$ cat config.mk
export PLATFORM = sky130hd
export DESIGN_NAME = neuron_mac
export DESIGN_NICKNAME = d
export VERILOG_FILES = /design/src/rtl/nn_pkg.sv /design/src/rtl/neuron_mac_mac_unit.sv /design/src/rtl/neuron_mac.sv
export SDC_FILE = /design/constraint.sdc
export NUM_CORES = 1
export LEC_CHECK = 0
export CAP_MARGIN = 10
export CORE_ASPECT_RATIO = 1.4
export CORE_MARGIN = 4
export CORE_UTILIZATION = 30
export DETAILED_ROUTE_END_ITERATION = 10
export SLEW_MARGIN = 20
export SYNTH_ARGS = -nofsm -noshare
export SYNTH_HDL_FRONTEND = slang
export SYNTH_SLANG_ARGS = --single-unit
$ cat constraint.sdc
create_clock -name clk_i -period 9.3 [get_ports clk_i]
set_input_delay 2.79 -clock clk_i [delete_from_list [all_inputs] [get_ports clk_i]]
set_output_delay 2.79 -clock clk_i [all_outputs]
set_load 0.005 [all_outputs]
$ cat src/rtl/nn_pkg.sv
// Shared types and helpers for the neural-network layer blocks.
package nn_pkg;

  typedef enum logic [1:0] {
    IDLE = 2'd0,
    MAC  = 2'd1,
    BIAS = 2'd2,
    OUT  = 2'd3
  } state_t;

  localparam int NN_CALC_LEN = 64;

  // Accumulator width that cannot overflow for n full-width products plus a bias.
  function automatic int nn_acc_len(input int wordLen, input int nInputs);
    return 2 * wordLen + $clog2(nInputs) + 1;
  endfunction

  // Rescale a Q accumulator to the word format, clamp to the signed word range, then ReLU.
  function automatic logic [NN_CALC_LEN-1:0] sat_relu(input logic signed [NN_CALC_LEN-1:0] acc,
                                                      input int wordLen,
                                                      input int fracBits);
    logic signed [NN_CALC_LEN-1:0] shifted;
    logic signed [NN_CALC_LEN-1:0] maxVal;
    shifted = acc >>> fracBits;
    maxVal  = (64'sd1 <<< (wordLen - 1)) - 64'sd1;
    if (shifted < 0)
      return '0;
    else if (shifted > maxVal)
      return maxVal;
    else
      return shifted;
  endfunction

endpackage

$ cat src/rtl/neuron_mac_mac_unit.sv
// Registered signed multiply-accumulate with synchronous clear and enable.
module mac_unit #(
  parameter int WORD_LEN = 16,
  parameter int ACC_LEN  = 35
) (
  input  logic               clk_i,
  input  logic               reset_i,
  input  logic               i_clear,
  input  logic               i_enable,
  input  logic [WORD_LEN-1:0] i_a,
  input  logic [WORD_LEN-1:0] i_b,
  output logic [ACC_LEN-1:0]  o_sum
);

  logic signed [2*WORD_LEN-1:0] w_product;
  logic signed [ACC_LEN-1:0]    w_productExt;
  logic signed [ACC_LEN-1:0]    w_sum;
  logic signed [ACC_LEN-1:0]    r_acc;

  assign w_product    = $signed(i_a) * $signed(i_b);
  assign w_productExt = ACC_LEN'(w_product);
  assign w_sum        = r_acc + w_productExt;
  assign o_sum        = w_sum;

  always_ff @(posedge clk_i or posedge reset_i) begin
    if (reset_i)
      r_acc <= '0;
    else if (i_clear)
      r_acc <= '0;
    else if (i_enable)
      r_acc <= w_sum;
  end

endmodule

$ cat src/rtl/neuron_mac.sv
// Single neuron: sequences the weight BRAM, accumulates x*w, adds bias, saturates and applies ReLU.
module neuron_mac
  import nn_pkg::*;
#(
  parameter int WORD_LEN  = 16,
  parameter int FRAC_BITS = 8,
  parameter int N_INPUTS  = 4,
  parameter int ADDR_LEN  = 2
) (
  input  logic                clk_i,
  input  logic                reset_i,
  input  logic                start_i,
  input  logic                x_valid_i,
  input  logic [WORD_LEN-1:0] x_i,
  output logic                x_ready_o,
  input  logic [WORD_LEN-1:0] bias_i,
  output logic                w_ena_o,
  output logic [ADDR_LEN-1:0] w_addr_o,
  input  logic [WORD_LEN-1:0] w_data_i,
  output logic                y_valid_o,
  output logic [WORD_LEN-1:0] y_o,
  input  logic                y_ready_i,
  output logic                busy_o
);

  localparam int ACC_LEN = nn_acc_len(WORD_LEN, N_INPUTS);
  localparam logic [WORD_LEN-1:0] L_ONE = WORD_LEN'(1) << FRAC_BITS;
  localparam logic [ADDR_LEN-1:0] L_LAST_IDX = ADDR_LEN'(N_INPUTS - 1);

  state_t              r_state;
  logic [ADDR_LEN-1:0] r_idx;
  logic                r_wVld;

  logic                w_handshake;
  logic                w_macClear;
  logic                w_macEnable;
  logic [WORD_LEN-1:0] w_macA;
  logic [WORD_LEN-1:0] w_macB;
  logic [ACC_LEN-1:0]  w_accNext;
  logic [WORD_LEN-1:0] w_yNext;

  assign x_ready_o   = r_wVld;
  assign busy_o      = (r_state != IDLE);
  assign w_handshake = x_valid_i && r_wVld;
  assign w_macClear  = (r_state == IDLE) && start_i;
  assign w_macEnable = w_handshake || (r_state == BIAS);

  // Bias is folded in through the multiplier as bias * 1.0, i.e. bias <<< FRAC_BITS.
  assign w_macA = (r_state == BIAS) ? bias_i : x_i;
  assign w_macB = (r_state == BIAS) ? L_ONE  : w_data_i;

  mac_unit #(
    .WORD_LEN(WORD_LEN),
    .ACC_LEN (ACC_LEN)
  ) u_mac (
    .clk_i   (clk_i),
    .reset_i (reset_i),
    .i_clear (w_macClear),
    .i_enable(w_macEnable),
    .i_a     (w_macA),
    .i_b     (w_macB),
    .o_sum   (w_accNext)
  );

  assign w_yNext = WORD_LEN'(sat_relu(NN_CALC_LEN'($signed(w_accNext)), WORD_LEN, FRAC_BITS));

  // Weight data is trusted only one cycle after the address settles.
  always_ff @(posedge clk_i or posedge reset_i) begin
    if (reset_i) begin
      r_state   <= IDLE;
      r_idx     <= '0;
      r_wVld    <= 1'b0;
      w_ena_o   <= 1'b0;
      w_addr_o  <= '0;
      y_valid_o <= 1'b0;
      y_o       <= '0;
    end else begin
      case (r_state)
        IDLE: begin
          if (start_i) begin
            r_state  <= MAC;
            r_idx    <= '0;
            r_wVld   <= 1'b0;
            w_ena_o  <= 1'b1;
            w_addr_o <= '0;
          end
        end
        MAC: begin
          if (w_handshake) begin
            r_wVld <= 1'b0;
            if (r_idx == L_LAST_IDX) begin
              r_state <= BIAS;
              w_ena_o <= 1'b0;
            end else begin
              r_idx    <= r_idx + 1'b1;
              w_addr_o <= r_idx + 1'b1;
            end
          end else begin
            r_wVld <= 1'b1;
          end
        end
        BIAS: begin
          r_state   <= OUT;
          y_o       <= w_yNext;
          y_valid_o <= 1'b1;
        end
        OUT: begin
          if (y_ready_i) begin
            r_state   <= IDLE;
            y_valid_o <= 1'b0;
          end
        end
        default: r_state <= IDLE;
      endcase
    end
  end

endmodule

# Word level (Yosys, flattened, before mapping)
# Cells that the tools add are included.
[classes]
n_lt_le_gt_ge = 2
n_reduce_logical = 13
mul = 1
mux = 24
add_sub_neg = 2
eq_ne = 9
[ops]
columns = ["operator", "count"]
rows = [
  ["35-bit two-way mux", 2],
  ["16-bit two-way mux", 4],
  ["35-bit by 32-bit adder with 35-bit output", 1],
  ["16-bit by 16-bit multiplier with 32-bit output", 1],
  ["27-bit by 16-bit greater-than comparator with 1-bit output, second input constant", 1],
  ["27-bit by 1-bit less-than comparator with 1-bit output, second input constant", 1],
  ["2-bit two-way mux", 7],
  ["4-bit AND reduction", 3],
  ["2-bit != test, second input constant", 5],
  ["2-bit case mux with 4 select lines", 1],
  ["2-bit nonzero test", 4],
  ["2-bit == test, second input constant", 3],
  ["1-bit two-way mux", 6],
  ["1-bit case mux with 2 select lines", 3],
  ["2-bit case mux with 2 select lines", 1],
  ["2-bit AND reduction", 2],
  ["2-bit by 1-bit adder with 2-bit output, second input constant", 1],
  ["2-bit by 1-bit == test with 1-bit output, second input constant", 1],
  ["1-bit logical AND", 2],
  ["2-bit logical NOT", 1],
  ["1-bit logical OR", 1],
]
[word_totals]
wordCells = 58
reg_bits = 58
in_bits = 53

# Logic depth before layout (Yosys ltp)
[logic_depth]
word_depth = 7
ltp_mapped = 30

# Modules after synthesis
# From an unflattened synthesis, not the netlist that was laid out.
[unflattened]
hier_cells = 1623
area_unflattened_um2 = 14923.1
[by_module_without_submodules]
columns = ["module", "instances", "seq_area_each_um2", "area_each_um2", "cells_each"]
rows = [
  ["mac_unit", 1, 875.8, 13431.6, 1468],
  ["neuron_mac", 1, 575.6, 1491.4, 155],
]

# Least setup slack after synthesis
# OpenSTA, ideal clock, no wires.
[synth_timing]
path_kind = "input to register"
startpoint = "input port w_data_i[7]"
endpoint = "register y_o[3]"
cell_stages = 26
setup_slack_ps = -216
required_ps = 9176
arrival_time_ps = 9392
path_cell_list = "nor2b_1 > clkbuf_1 > nand2_1 > fa_1 > inv_1 > fa_1 > inv_1 > fa_1 > inv_1 > fa_1 > fa_1 > inv_1 > fa_1 > inv_1 > ha_1 > clkbuf_1 > o21ai_0 > nor2_1 > a311o_1 > a311o_1 > nor3_1 > o221ai_1 > nor4_2 > a311oi_4 > buf_6 > a211o_1"
[synth_via]
elab_chain_len = 6
word_cells_on_any_way = 7
cone_classes = "1 x add/sub; 1 x mul; 2 x order compare; 3 x mux"
[synth_lines]
columns = ["element", "line_no", "rtl"]
rows = [
  ["from (decl)", "neuron_mac.sv:19", "input logic [WORD_LEN-1:0] w_data_i,"],
  ["16-bit two-way mux *", "neuron_mac.sv:50", "assign w_macB = (r_state == BIAS) ? L_ONE : w_data_i;"],
  ["16-bit by 16-bit multiplier with 32-bit output *", "neuron_mac_mac_unit.sv:20", "assign w_product = $signed(i_a) * $signed(i_b);"],
  ["35-bit by 32-bit adder with 35-bit output *", "neuron_mac_mac_unit.sv:22", "assign w_sum = r_acc + w_productExt;"],
  ["27-bit by 16-bit greater-than comparator with 1-bit output", "nn_pkg.sv:28", "else if (shifted > maxVal)"],
  ["16-bit two-way mux", "nn_pkg.sv:28", ""],
  ["16-bit two-way mux *", "nn_pkg.sv:26", "if (shifted < 0)"],
  ["to (signal assigned)", "neuron_mac.sv:104", "y_o <= w_yNext;"],
  ["to (decl)", "neuron_mac.sv:21", "output logic [WORD_LEN-1:0] y_o,"],
]
# Every way passes the cells marked *; elsewhere a longest branch is shown, timed or not.
# A chain may end at the register's enable or synchronous reset.

# Final worst setup path
[layout_timing]
startpoint = "input port x_i[2]"
endpoint = "register y_o[7]"
[layout_via]
elab_chain_len = 6
word_cells_on_any_way = 7
cone_classes = "1 x add/sub; 1 x mul; 2 x order compare; 3 x mux"
[layout_lines]
columns = ["element", "line_no", "rtl"]
rows = [
  ["from (decl)", "neuron_mac.sv:14", "input logic [WORD_LEN-1:0] x_i,"],
  ["16-bit two-way mux *", "neuron_mac.sv:49", "assign w_macA = (r_state == BIAS) ? bias_i : x_i;"],
  ["16-bit by 16-bit multiplier with 32-bit output *", "neuron_mac_mac_unit.sv:20", ""],
  ["35-bit by 32-bit adder with 35-bit output *", "neuron_mac_mac_unit.sv:22", ""],
  ["27-bit by 16-bit greater-than comparator with 1-bit output", "nn_pkg.sv:28", ""],
  ["16-bit two-way mux", "nn_pkg.sv:28", ""],
  ["16-bit two-way mux *", "nn_pkg.sv:26", ""],
]
# Marks and branches as above.

==> flow_metrics.env <==
export IMPL_fin_crit_ns=9.20
export IMPL_wirelength_um=44900
export IMPL_grt_pass1_vias=13300
export IMPL_cts_sinks=58
export IMPL_crit_fanout=7
export IMPL_num_vias=11800
export IMPL_crit_slowest_cell="fa_1"
export IMPL_cts_buffers=9
export IMPL_hpwl_um=37100
export IMPL_register_area_um2=1450
export IMPL_cap_violations=0
export IMPL_grt_pass1_wl_um=71500
export IMPL_multi_input_area_um2=12300
export IMPL_syn_area_per_cell_um2=9.14
export IMPL_critPathKind="in -> reg"
export IMPL_crit_path_start_kind="input pin"
export IMPL_fin_crit_sh=0.989
export IMPL_setup_viol_count_final=0
export IMPL_firstDrtPassIters=5
export IMPL_critical_path_top_delay_family="adder cells"
export IMPL_drt_iter0_drc=411
export IMPL_cts_clk_slew_worst_paths_ns=0.06
export IMPL_drv_slew=0
export IMPL_mostFrequentLayoutCells="340 x inv_1, 291 x fa_1, 245 x buf_4, 163 x nand2_1, 117 x and2_1"
export IMPL_synth_edff_count=0
export IMPL_slowest_delay_ns=0.53
export IMPL_grt_total_usage=0.173
export IMPL_io_buffers=74
export IMPL_clk_latency_ns=0.34
export IMPL_worstPathArrival_ns=9.49
export IMPL_synthesis_instances=1588
export IMPL_drc=0
export IMPL_reg2reg_from="r_state[0]"
export IMPL_outcome="finished clean"
export IMPL_wire_per_inst_um=17.7
export IMPL_yosysWarnings=0
export IMPL_layout_drive_gt1_share=0.257
export IMPL_syn_to_final_growth_pct=33.6
export IMPL_die_width_um=194
export IMPL_layout_commonest_cell="inv_1"
export IMPL_fp_row_count=95
export IMPL_synth_net_count=2060
export IMPL_clockBufferDepth=2
export IMPL_n_antenna_cell=0
export IMPL_hold_violations=0
export IMPL_fin_skew_ns=0.00641
export IMPL_post_dp_cell_area_um2=17600
export IMPL_antenna_left=0
export IMPL_vias_per_cell=4.67
export IMPL_tightest_slew_ns=0.841
export IMPL_fin_nets=2368
export IMPL_core_um2=47900
export IMPL_pin_count=75
export IMPL_clk_root_buffer_cell="clkbuf_16"
export IMPL_place_inst=2456
export IMPL_synthFlopType="dfrtp_1"
export IMPL_ys_types=63
export IMPL_cp_startpoint="x_i[2]"
export IMPL_cp_buffers_inverters=11
export IMPL_synthArstFlopShare=1.00
export IMPL_fp_dieH_um=268
export IMPL_tritoncts="built"
export IMPL_final_area_um2=19400
export IMPL_grt_ovfl_total=0
export IMPL_final_util=0.405
export IMPL_worstPathRequired_ns=9.58
export IMPL_n_fill_cell=4661
export IMPL_gp_congestion=0.897
export IMPL_fp_dieArea_um2=52000
export IMPL_rsz0062_at_grt="yes"
export IMPL_hold_start="y_o[9]"
export IMPL_end_kind="register"
export IMPL_start_util=0.303
export IMPL_stdcell_count=2531
export IMPL_clock_fmax_mhz=109
export IMPL_relSlewSlack=0.439
export IMPL_syn_cell_area_um2=14500
export IMPL_htreeDepth=3
export IMPL_grt_max_degree=59
export IMPL_synth_seq_cells=58
export IMPL_ys_seq_area_frac=0.100
export IMPL_antenna_found_initial=0
export IMPL_fin_tns_setup_ns=0
export IMPL_cp_common_cell="fa_1"
export IMPL_worstHoldPathType="reg -> reg"
[per-stage QoR]
| step | hold WS [ns] | worst slack, ns |
|---|---|---|
| after floorplan | 0.469 | 0.00921 |
| after global placement | 0.477 | -0.980 |
| after detailed placement | 0.469 | -1.04 |
| after CTS | 0.493 | 0.000534 |
| after global routing | 0.509 | -0.0553 |
| final | 0.487 | 0.0997 |
[cells by family (layout without fill, tap and decap cells)]
logic type                 count (synthesis)  in the layout  synth area share
and+or+nand+nor                          452            452             0.151
buffers and inverters                    423            736             0.111
adders and majority gates                419            419             0.522
AOI/OAI and AO/OA                        201            201            0.0931
DFF                                       58             58             0.100
xor gates and xnor gates                  33             33            0.0217
muxes                                      2              2           0.00155
[routing by layer]
| layer | global-route usage | wire (µm) | up-vias | share of wire |
|---|---|---|---|---|
| li1 | - | - | 5444 | - |
| met1 | 0.197 | 17500 | 5995 | 0.39 |
| met2 | 0.326 | 23900 | 259 | 0.53 |
| met3 | 0.0171 | 1100 | 116 | 0.024 |
| met4 | 0.0823 | 2440 | 0 | 0.054 |
| met5 | 0 | 0 | - | 0 |
[cell type report]
class	count	share of cell area
Clock buffer	12	0.0132
Clock inverter	4	0.00503
Inverter	362	0.0701
Multi-Input combinational cell	1107	0.635
Sequential cell	58	0.0749
Tap cell	630	0.0407
Timing Repair Buffer	358	0.161
[state kept, by name, summed over array words and instances, names as in the netlist]
register     count
r_state          2
u_mac.r_acc     35
w_ena_o          1
r_idx            2
x_ready_o        1
y_o             16
y_valid_o        1
[worst paths after layout]
check / end / slack [ns] / cells after the start
setup reg to reg: y_o[7] / 1.24 / 28
max in group asynchronous: u_mac.r_acc[34] / 5.73 / 3
min in group asynchronous: u_mac.r_acc[3] / 2.99 / 3
hold reg to reg: y_o[9] / 0.49 / 1
hold / removal: y_o[9] / 0.49 / 1
setup / recovery: y_o[7] / 0.1 / 28
[synth_stat cells, types with 3 or more instances]
library cell    n  share of area
inv_1         362          0.094
fa_1          310           0.43
nand2_1       183          0.047
and2_1        129          0.056
ha_1          109          0.094
nor2_1         65          0.017
a21oi_1        62          0.021
dfrtp_1        58           0.10
clkbuf_1       51          0.013
o21ai_0        32          0.011
nor2b_1        22         0.0095
xnor2_1        20          0.012
nor3_1         14         0.0048
a21o_1         13         0.0067
a22oi_1        12         0.0062
a211oi_1       11         0.0057
xor2_1         11         0.0066
and3_1          9         0.0039
nand3_1         9         0.0031
or2_2           8         0.0034
o21a_1          7         0.0036
o31ai_1         7         0.0036
a211o_1         6         0.0036
buf_2           6         0.0021
o211ai_1        6         0.0031
o21ai_1         6         0.0021
a211o_2         5         0.0034
nand4_1         5         0.0022
o21bai_1        4         0.0021
o2111ai_1       3         0.0018
[what timing repair did]
item                                    4_1_cts  5_1_grt
hold buffers                                  0        0
endpoints found under the setup margin       16       15
buffers inserted                             32       29
gates cloned                                  3        2
pin swaps                                    74       63
gates resized for setup                     152      121
Power is not shown: default switching activity piles up to over one toggle a cycle in this logic, so the estimate is an artifact.
